### config.mk
export PLATFORM = sky130hd
export DESIGN_NAME = pong_game_ctrl
export DESIGN_NICKNAME = d
export VERILOG_FILES = /design/src/rtl/pong_game_ctrl.sv
export SDC_FILE = /design/constraint.sdc
export NUM_CORES = 1
export LEC_CHECK = 0
export CORE_ASPECT_RATIO = 1.2
export CORE_MARGIN = 10
export CORE_UTILIZATION = 25
export CTS_CLUSTER_SIZE = 30
export DETAILED_ROUTE_END_ITERATION = 10
export HOLD_SLACK_MARGIN = 0.15
export PLACE_DENSITY = 0.4
export SYNTH_ARGS = -nofsm -noshare
export SYNTH_HDL_FRONTEND = slang
export SYNTH_SLANG_ARGS = --single-unit
### constraint.sdc
create_clock -name clk -period 3.35 [get_ports clk]
set_input_delay 1.005 -clock clk [delete_from_list [all_inputs] [get_ports clk]]
set_output_delay 1.005 -clock clk [all_outputs]
set_load 0.01 [all_outputs]
### src/rtl/pong_game_ctrl.sv
// pong_game_ctrl
//   Match sequencer for the Pong top level. It owns the serve / play / point /
//   game-over flow and both player score counters. It also gates the ball
//   datapath and strobes the two score displays. Serve and point delays are
//   counted in whole video frames, one frame per falling edge of vsync.
//
// Ports
//   clk            in   pixel clock, single clock domain
//   reset          in   synchronous active-high reset
//   vsync          in   VGA vertical sync, active-low
//   start          in   debounced serve/new-game request (level)
//   miss_left      in   pulse: ball left the screen on the left (P1 missed)
//   miss_right     in   pulse: ball left the screen on the right (P2 missed)
//   ball_run       out  ball may move
//   ball_center    out  hold ball at screen centre
//   serve_dir      out  0 = launch leftward, 1 = launch rightward
//   p1_score_pulse out  one-cycle increment strobe, player-1 display
//   p2_score_pulse out  one-cycle increment strobe, player-2 display
//   p1_score       out  player-1 points
//   p2_score       out  player-2 points
//   game_over      out  match finished
//   winner         out  0 = player 1, 1 = player 2 (valid with game_over)
//   state          out  current state encoding (debug)
module pong_game_ctrl #(
  parameter int WIN_SCORE    = 9,
  parameter int SERVE_FRAMES = 60,
  parameter int POINT_FRAMES = 90,
  parameter int SCORE_W      = 4
) (
  input  logic               clk,
  input  logic               reset,
  input  logic               vsync,
  input  logic               start,
  input  logic               miss_left,
  input  logic               miss_right,
  output logic               ball_run,
  output logic               ball_center,
  output logic               serve_dir,
  output logic               p1_score_pulse,
  output logic               p2_score_pulse,
  output logic [SCORE_W-1:0] p1_score,
  output logic [SCORE_W-1:0] p2_score,
  output logic               game_over,
  output logic               winner,
  output logic [2:0]         state
);

  localparam int MAX_FRAMES = (SERVE_FRAMES > POINT_FRAMES) ? SERVE_FRAMES : POINT_FRAMES;
  localparam int CNT_W      = $clog2(MAX_FRAMES + 1);

  localparam logic [CNT_W-1:0]   SERVE_LOAD = CNT_W'(SERVE_FRAMES);
  localparam logic [CNT_W-1:0]   POINT_LOAD = CNT_W'(POINT_FRAMES);
  localparam logic [CNT_W-1:0]   CNT_ONE    = CNT_W'(1);
  localparam logic [SCORE_W-1:0] WIN_VAL    = SCORE_W'(WIN_SCORE);
  localparam logic [SCORE_W-1:0] SCORE_ONE  = SCORE_W'(1);

  typedef enum logic [2:0] {
    IDLE  = 3'd0,
    SERVE = 3'd1,
    PLAY  = 3'd2,
    POINT = 3'd3,
    OVER  = 3'd4
  } state_t;

  // Registered state and outputs
  state_t             r_state;
  logic [CNT_W-1:0]   r_cnt;
  logic               r_vsync_d;
  logic               r_start_d;
  logic [SCORE_W-1:0] r_p1_score;
  logic [SCORE_W-1:0] r_p2_score;
  logic               r_p1_pulse;
  logic               r_p2_pulse;
  logic               r_serve_dir;
  logic               r_game_over;
  logic               r_winner;
  logic               r_ball_run;
  logic               r_ball_center;

  // Next-state values
  state_t             w_state;
  logic [CNT_W-1:0]   w_cnt;
  logic [SCORE_W-1:0] w_p1_score;
  logic [SCORE_W-1:0] w_p2_score;
  logic [SCORE_W-1:0] w_p1_inc;
  logic [SCORE_W-1:0] w_p2_inc;
  logic               w_p1_pulse;
  logic               w_p2_pulse;
  logic               w_serve_dir;
  logic               w_game_over;
  logic               w_winner;
  logic               w_frame_tick;
  logic               w_start_edge;

  // One tick per frame, on the falling edge of the active-low vsync.
  assign w_frame_tick = r_vsync_d & ~vsync;
  // start_d resets high, so a start held through reset does not count as an edge.
  assign w_start_edge = start & ~r_start_d;

  assign w_p1_inc = r_p1_score + SCORE_ONE;
  assign w_p2_inc = r_p2_score + SCORE_ONE;

  always_comb begin
    w_state     = r_state;
    w_cnt       = r_cnt;
    w_p1_score  = r_p1_score;
    w_p2_score  = r_p2_score;
    w_p1_pulse  = 1'b0;
    w_p2_pulse  = 1'b0;
    w_serve_dir = r_serve_dir;
    w_game_over = r_game_over;
    w_winner    = r_winner;

    case (r_state)
      IDLE: begin
        if (w_start_edge) begin
          w_state = SERVE;
          w_cnt   = SERVE_LOAD;
        end
      end

      SERVE: begin
        if (w_frame_tick) begin
          if (r_cnt == CNT_ONE) w_state = PLAY;
          else                  w_cnt   = r_cnt - CNT_ONE;
        end
      end

      PLAY: begin
        // A simultaneous miss_right is dropped when miss_left is present.
        if (miss_left) begin
          w_p2_score  = w_p2_inc;
          w_p2_pulse  = 1'b1;
          w_serve_dir = 1'b0;
          if (w_p2_inc == WIN_VAL) begin
            w_state     = OVER;
            w_game_over = 1'b1;
            w_winner    = 1'b1;
          end else begin
            w_state = POINT;
            w_cnt   = POINT_LOAD;
          end
        end else if (miss_right) begin
          w_p1_score  = w_p1_inc;
          w_p1_pulse  = 1'b1;
          w_serve_dir = 1'b1;
          if (w_p1_inc == WIN_VAL) begin
            w_state     = OVER;
            w_game_over = 1'b1;
            w_winner    = 1'b0;
          end else begin
            w_state = POINT;
            w_cnt   = POINT_LOAD;
          end
        end
      end

      POINT: begin
        if (w_frame_tick) begin
          if (r_cnt == CNT_ONE) begin
            w_state = SERVE;
            w_cnt   = SERVE_LOAD;
          end else begin
            w_cnt = r_cnt - CNT_ONE;
          end
        end
      end

      OVER: begin
        // New match: serve_dir is kept so the loser of the last point serves.
        if (w_start_edge) begin
          w_p1_score  = '0;
          w_p2_score  = '0;
          w_game_over = 1'b0;
          w_state     = SERVE;
          w_cnt       = SERVE_LOAD;
        end
      end

      default: begin
        w_state = IDLE;
      end
    endcase
  end

  always_ff @(posedge clk) begin
    if (reset) begin
      r_state       <= IDLE;
      r_cnt         <= '0;
      r_vsync_d     <= 1'b1;
      r_start_d     <= 1'b1;
      r_p1_score    <= '0;
      r_p2_score    <= '0;
      r_p1_pulse    <= 1'b0;
      r_p2_pulse    <= 1'b0;
      r_serve_dir   <= 1'b0;
      r_game_over   <= 1'b0;
      r_winner      <= 1'b0;
      r_ball_run    <= 1'b0;
      r_ball_center <= 1'b1;
    end else begin
      r_state       <= w_state;
      r_cnt         <= w_cnt;
      r_vsync_d     <= vsync;
      r_start_d     <= start;
      r_p1_score    <= w_p1_score;
      r_p2_score    <= w_p2_score;
      r_p1_pulse    <= w_p1_pulse;
      r_p2_pulse    <= w_p2_pulse;
      r_serve_dir   <= w_serve_dir;
      r_game_over   <= w_game_over;
      r_winner      <= w_winner;
      // Ball gating follows the state being entered, so it lines up with state.
      r_ball_run    <= (w_state == PLAY);
      r_ball_center <= (w_state != PLAY);
    end
  end

  assign ball_run       = r_ball_run;
  assign ball_center    = r_ball_center;
  assign serve_dir      = r_serve_dir;
  assign p1_score_pulse = r_p1_pulse;
  assign p2_score_pulse = r_p2_pulse;
  assign p1_score       = r_p1_score;
  assign p2_score       = r_p2_score;
  assign game_over      = r_game_over;
  assign winner         = r_winner;
  assign state          = r_state;

endmodule

==> run summary <==
Total GRT Usage: 8.73%
Hpwl dp: 3.05 mm
Setup TNS: 0 ns
Worst-skew pair later-pin latency: 0.28 ns
Synth Area in Compound Gates: 20.8%
Worst Hold Class: reg2reg
Final nets: 214
Post-synthesis cell count: 177
# diodes: 0
Clk pin slew, worst setup/hold paths: 0.10 ns
Input/output buffers: 23
Pre-antenna DRT Iters: 4
Slew headroom: 65.0%
# H-tree levels: 1
Placed cell count: 277
Post-Syn Nets: 189
Comb pwr share: 13.6%
Pin count of the biggest net entering global routing: 16
DRT Wirelength: 3.87 mm
Clk pwr share: 30.9%
RSZ-0062 raised after global routing: no
TritonCTS buffer count: 3
DRC errors left: 0
Hold buffer count at CTS: 0
Full die area: 0.00950 sq mm
Int Power: 0.451 mW
Peak Freq: 361 MHz
Area Growth Syn to Fin: 24.6%
Actual slew at the worst max-slew pin: 0.524 ns
Vias per cell: 4.77
Vias: 1341
CP arrival: 2.95 ns
Post-synth EDFFs: 0
Commonest non-fill, non-tap cell in the layout: dfxtp_1
Starting Density: 26.1%
Crit-path max cell delay: 0.42 ns
CTS tree: done
Final std cells w/o fill: 281
Synth unique cells: 47
Setup bufs post-CTS: 0
Post-Synth Adder-Cell Area: 5.01%
Crit path capture type: flip-flop
Number of global-route vias before repair: 1424
Avg Cell Area, Syn: 8.46 sq um
WS Path Type: in2reg
Largest family of logic cells by synthesized area: simple AND/OR/NAND/NOR gates
Rows: 30
Total chip power: 0.616 mW
Die W: 90.7 um
Die Ht: 105 um
Worst ir drop on vdd: 0.131 mV
Core Footprint: 0.00574 sq mm
First-pass GRT wire length: 7.03 mm
Slowest-stage cell, CP: a211oi_1
Final weighted congestion in routability-driven placement: 0.789
CP Cell Sequence: clkdlybuf4s50_1 > nand2b_1 > a211oi_1 > a21oi_4 > a211oi_4 > a21oi_1 > a311oi_1
Pwr/cell area: 330 mW/mm^2
Final Max Slew Viols: 0
Final clock skew: 0.00720 ns
Type of origin of the critical path: input pin
Synthesized area: 0.00150 sq mm
Share of cells above drive strength 1: 10.4%
Main synth FF type: dfxtp_1
Critical Path RT: 3.53 ns
YS warnings: 0
CTS max path bufs: 2
Register bit total from synthesis: 27
Max Cap Viol: 0
Filler cell count: 622
Sw Share: 26.8%
DRT iter0 DRCs: 22
Setup-failing EPs final: 0
NetSw: 0.165 mW
Status: complete, no violations
Most frequent cells in the layout: 27 x dfxtp_1, 25 x nor2_1, 23 x clkdlybuf4s50_1
Asr flop ratio synth: 0%
Endpoints failing hold: 0
Io pins: 24
Root Driver: clkbuf_8
CP delay by family, top: compound AO/OA/AOI/OAI gates
Sequential fraction of the synthesis area: 36.1%
Multiplexer share of the synthesized area: 0.752%
Cts repair resizes: 0
Routed len/inst: 13.8 um
Crit path buf inv count: 1
Post-Synth XOR/XNOR Area: 3.51%
Max FO, Critical Path: 8
GRT overflow: 0
CTS Sinks: 27
Fin crit share: 82.8%
Antenna violations before repair: 0
Simple-gate share of the synthesized area: 30.3%
Final ANT Viol Nets: 0
Seq pwr share: 55.6%
Final min period: 2.77 ns
Static leakage: 0.627 nW
-- power by group through the flow --
stage          Sequential, mW  Combinational [mW]  Clock (mW)
4_1_cts                 0.343              0.0853       0.203
3_3_place_gp            0.350              0.0840           0
3_5_place_dp            0.350              0.0848           0
6_report                0.342              0.0836       0.190
2_1_floorplan           0.346              0.0622           0
5_1_grt                 0.345              0.0938       0.220
-- metal layers --
layer / vias up / global-route usage [%] / wire length (um)
li1: 680 / - / -
met3: 6 / 2.65 / 189
met2: 21 / 14.5 / 1840
met1: 634 / 10.3 / 1770
met5: - / 0 / 0
met4: 0 / 3.19 / 66
-- logic make-up (layout without fill, tap and decap cells) --
| family | count (synthesis) | in the layout |
|---|---|---|
| compound gates | 40 | 40 |
| buf+inv | 13 | 37 |
| mux | 1 | 1 |
| flops | 27 | 27 |
| simple gates | 84 | 84 |
| xor+xnor | 6 | 6 |
| fa+ha+maj | 6 | 6 |
-- area by class of cell --
class                           instances  area (sq um)  share of cell area, %
Clock buffer                            3          41.3                   2.21
Clock inverter                          1          5.00                  0.268
Inverter                                8          30.0                   1.61
Multi-Input combinational cell        137           905                   48.5
Sequential cell                        27           541                   29.0
Tap cell                               80           100                   5.36
Timing Repair Buffer                   25           245                   13.1
-- worst paths after layout --
check / start / end / slack (ns) / depth (start not counted)
hold / removal: game_over / game_over / 0.46 / 2
setup / recovery: vsync / r_cnt[4] / 0.58 / 7
setup reg to reg: state[0] / r_cnt[4] / 1.12 / 6
hold reg to reg: game_over / game_over / 0.46 / 2
-- worst reg2reg max path, delay by kind of cell, from the launching register on --
kind             cells  cell delay [ns]
flip-flops           1             0.64
AO/OA/AOI/OAI        5             1.33
AND/OR/NAND/NOR      1             0.17
-- state kept, by name, summed over array words and instances (netlist names) --
register,flops
ball_center,1
ball_run,1
game_over,1
p1_score,4
p1_score_pulse,1
p2_score,4
p2_score_pulse,1
r_cnt,7
r_start_d,1
r_vsync_d,1
serve_dir,1
state,3
winner,1
-- Yosys cell counts (2+ instances only) --
master    instances  area [sq um]
buf_2             3          15.0
nor2_1           25          93.8
or2_2             2          12.5
nand3b_1          2          15.0
nor3_2            2          20.0
nand2b_1          4          25.0
a21oi_1          15          75.1
xor2_1            2          17.5
clkbuf_1          2          7.51
o2111a_1          2          22.5
a311oi_1          2          17.5
o21ai_0           2          10.0
a211oi_2          2          25.0
o21ai_1           2          10.0
xnor2_1           4          35.0
ha_1              6          75.1
o21a_1            2          15.0
nor3_1            8          40.0
nand3_1           7          35.0
inv_1             8          30.0
or2_1             3          18.8
dfxtp_1          27           541
nand2_1          18          67.6
a211oi_1          3          22.5
nor2b_1           2          12.5
-- through the flow --
| step | worst slack [ns] | utilization (%) | cell area [sq um] | hold WS [ns] |
|---|---|---|---|---|
| global placement | 0.387 | 31.7 | 1820 | 0.449 |
| detailed placement | 0.268 | 31.7 | 1820 | 0.449 |
| global route | 0.355 | 32.5 | 1870 | 0.497 |
| finish | 0.577 | 32.5 | 1870 | 0.459 |
| CTS | 0.559 | 32.5 | 1870 | 0.464 |
| floorplan | 0.920 | - | 1500 | 0.475 |
Note: power is estimated with default switching activity, not from simulation.
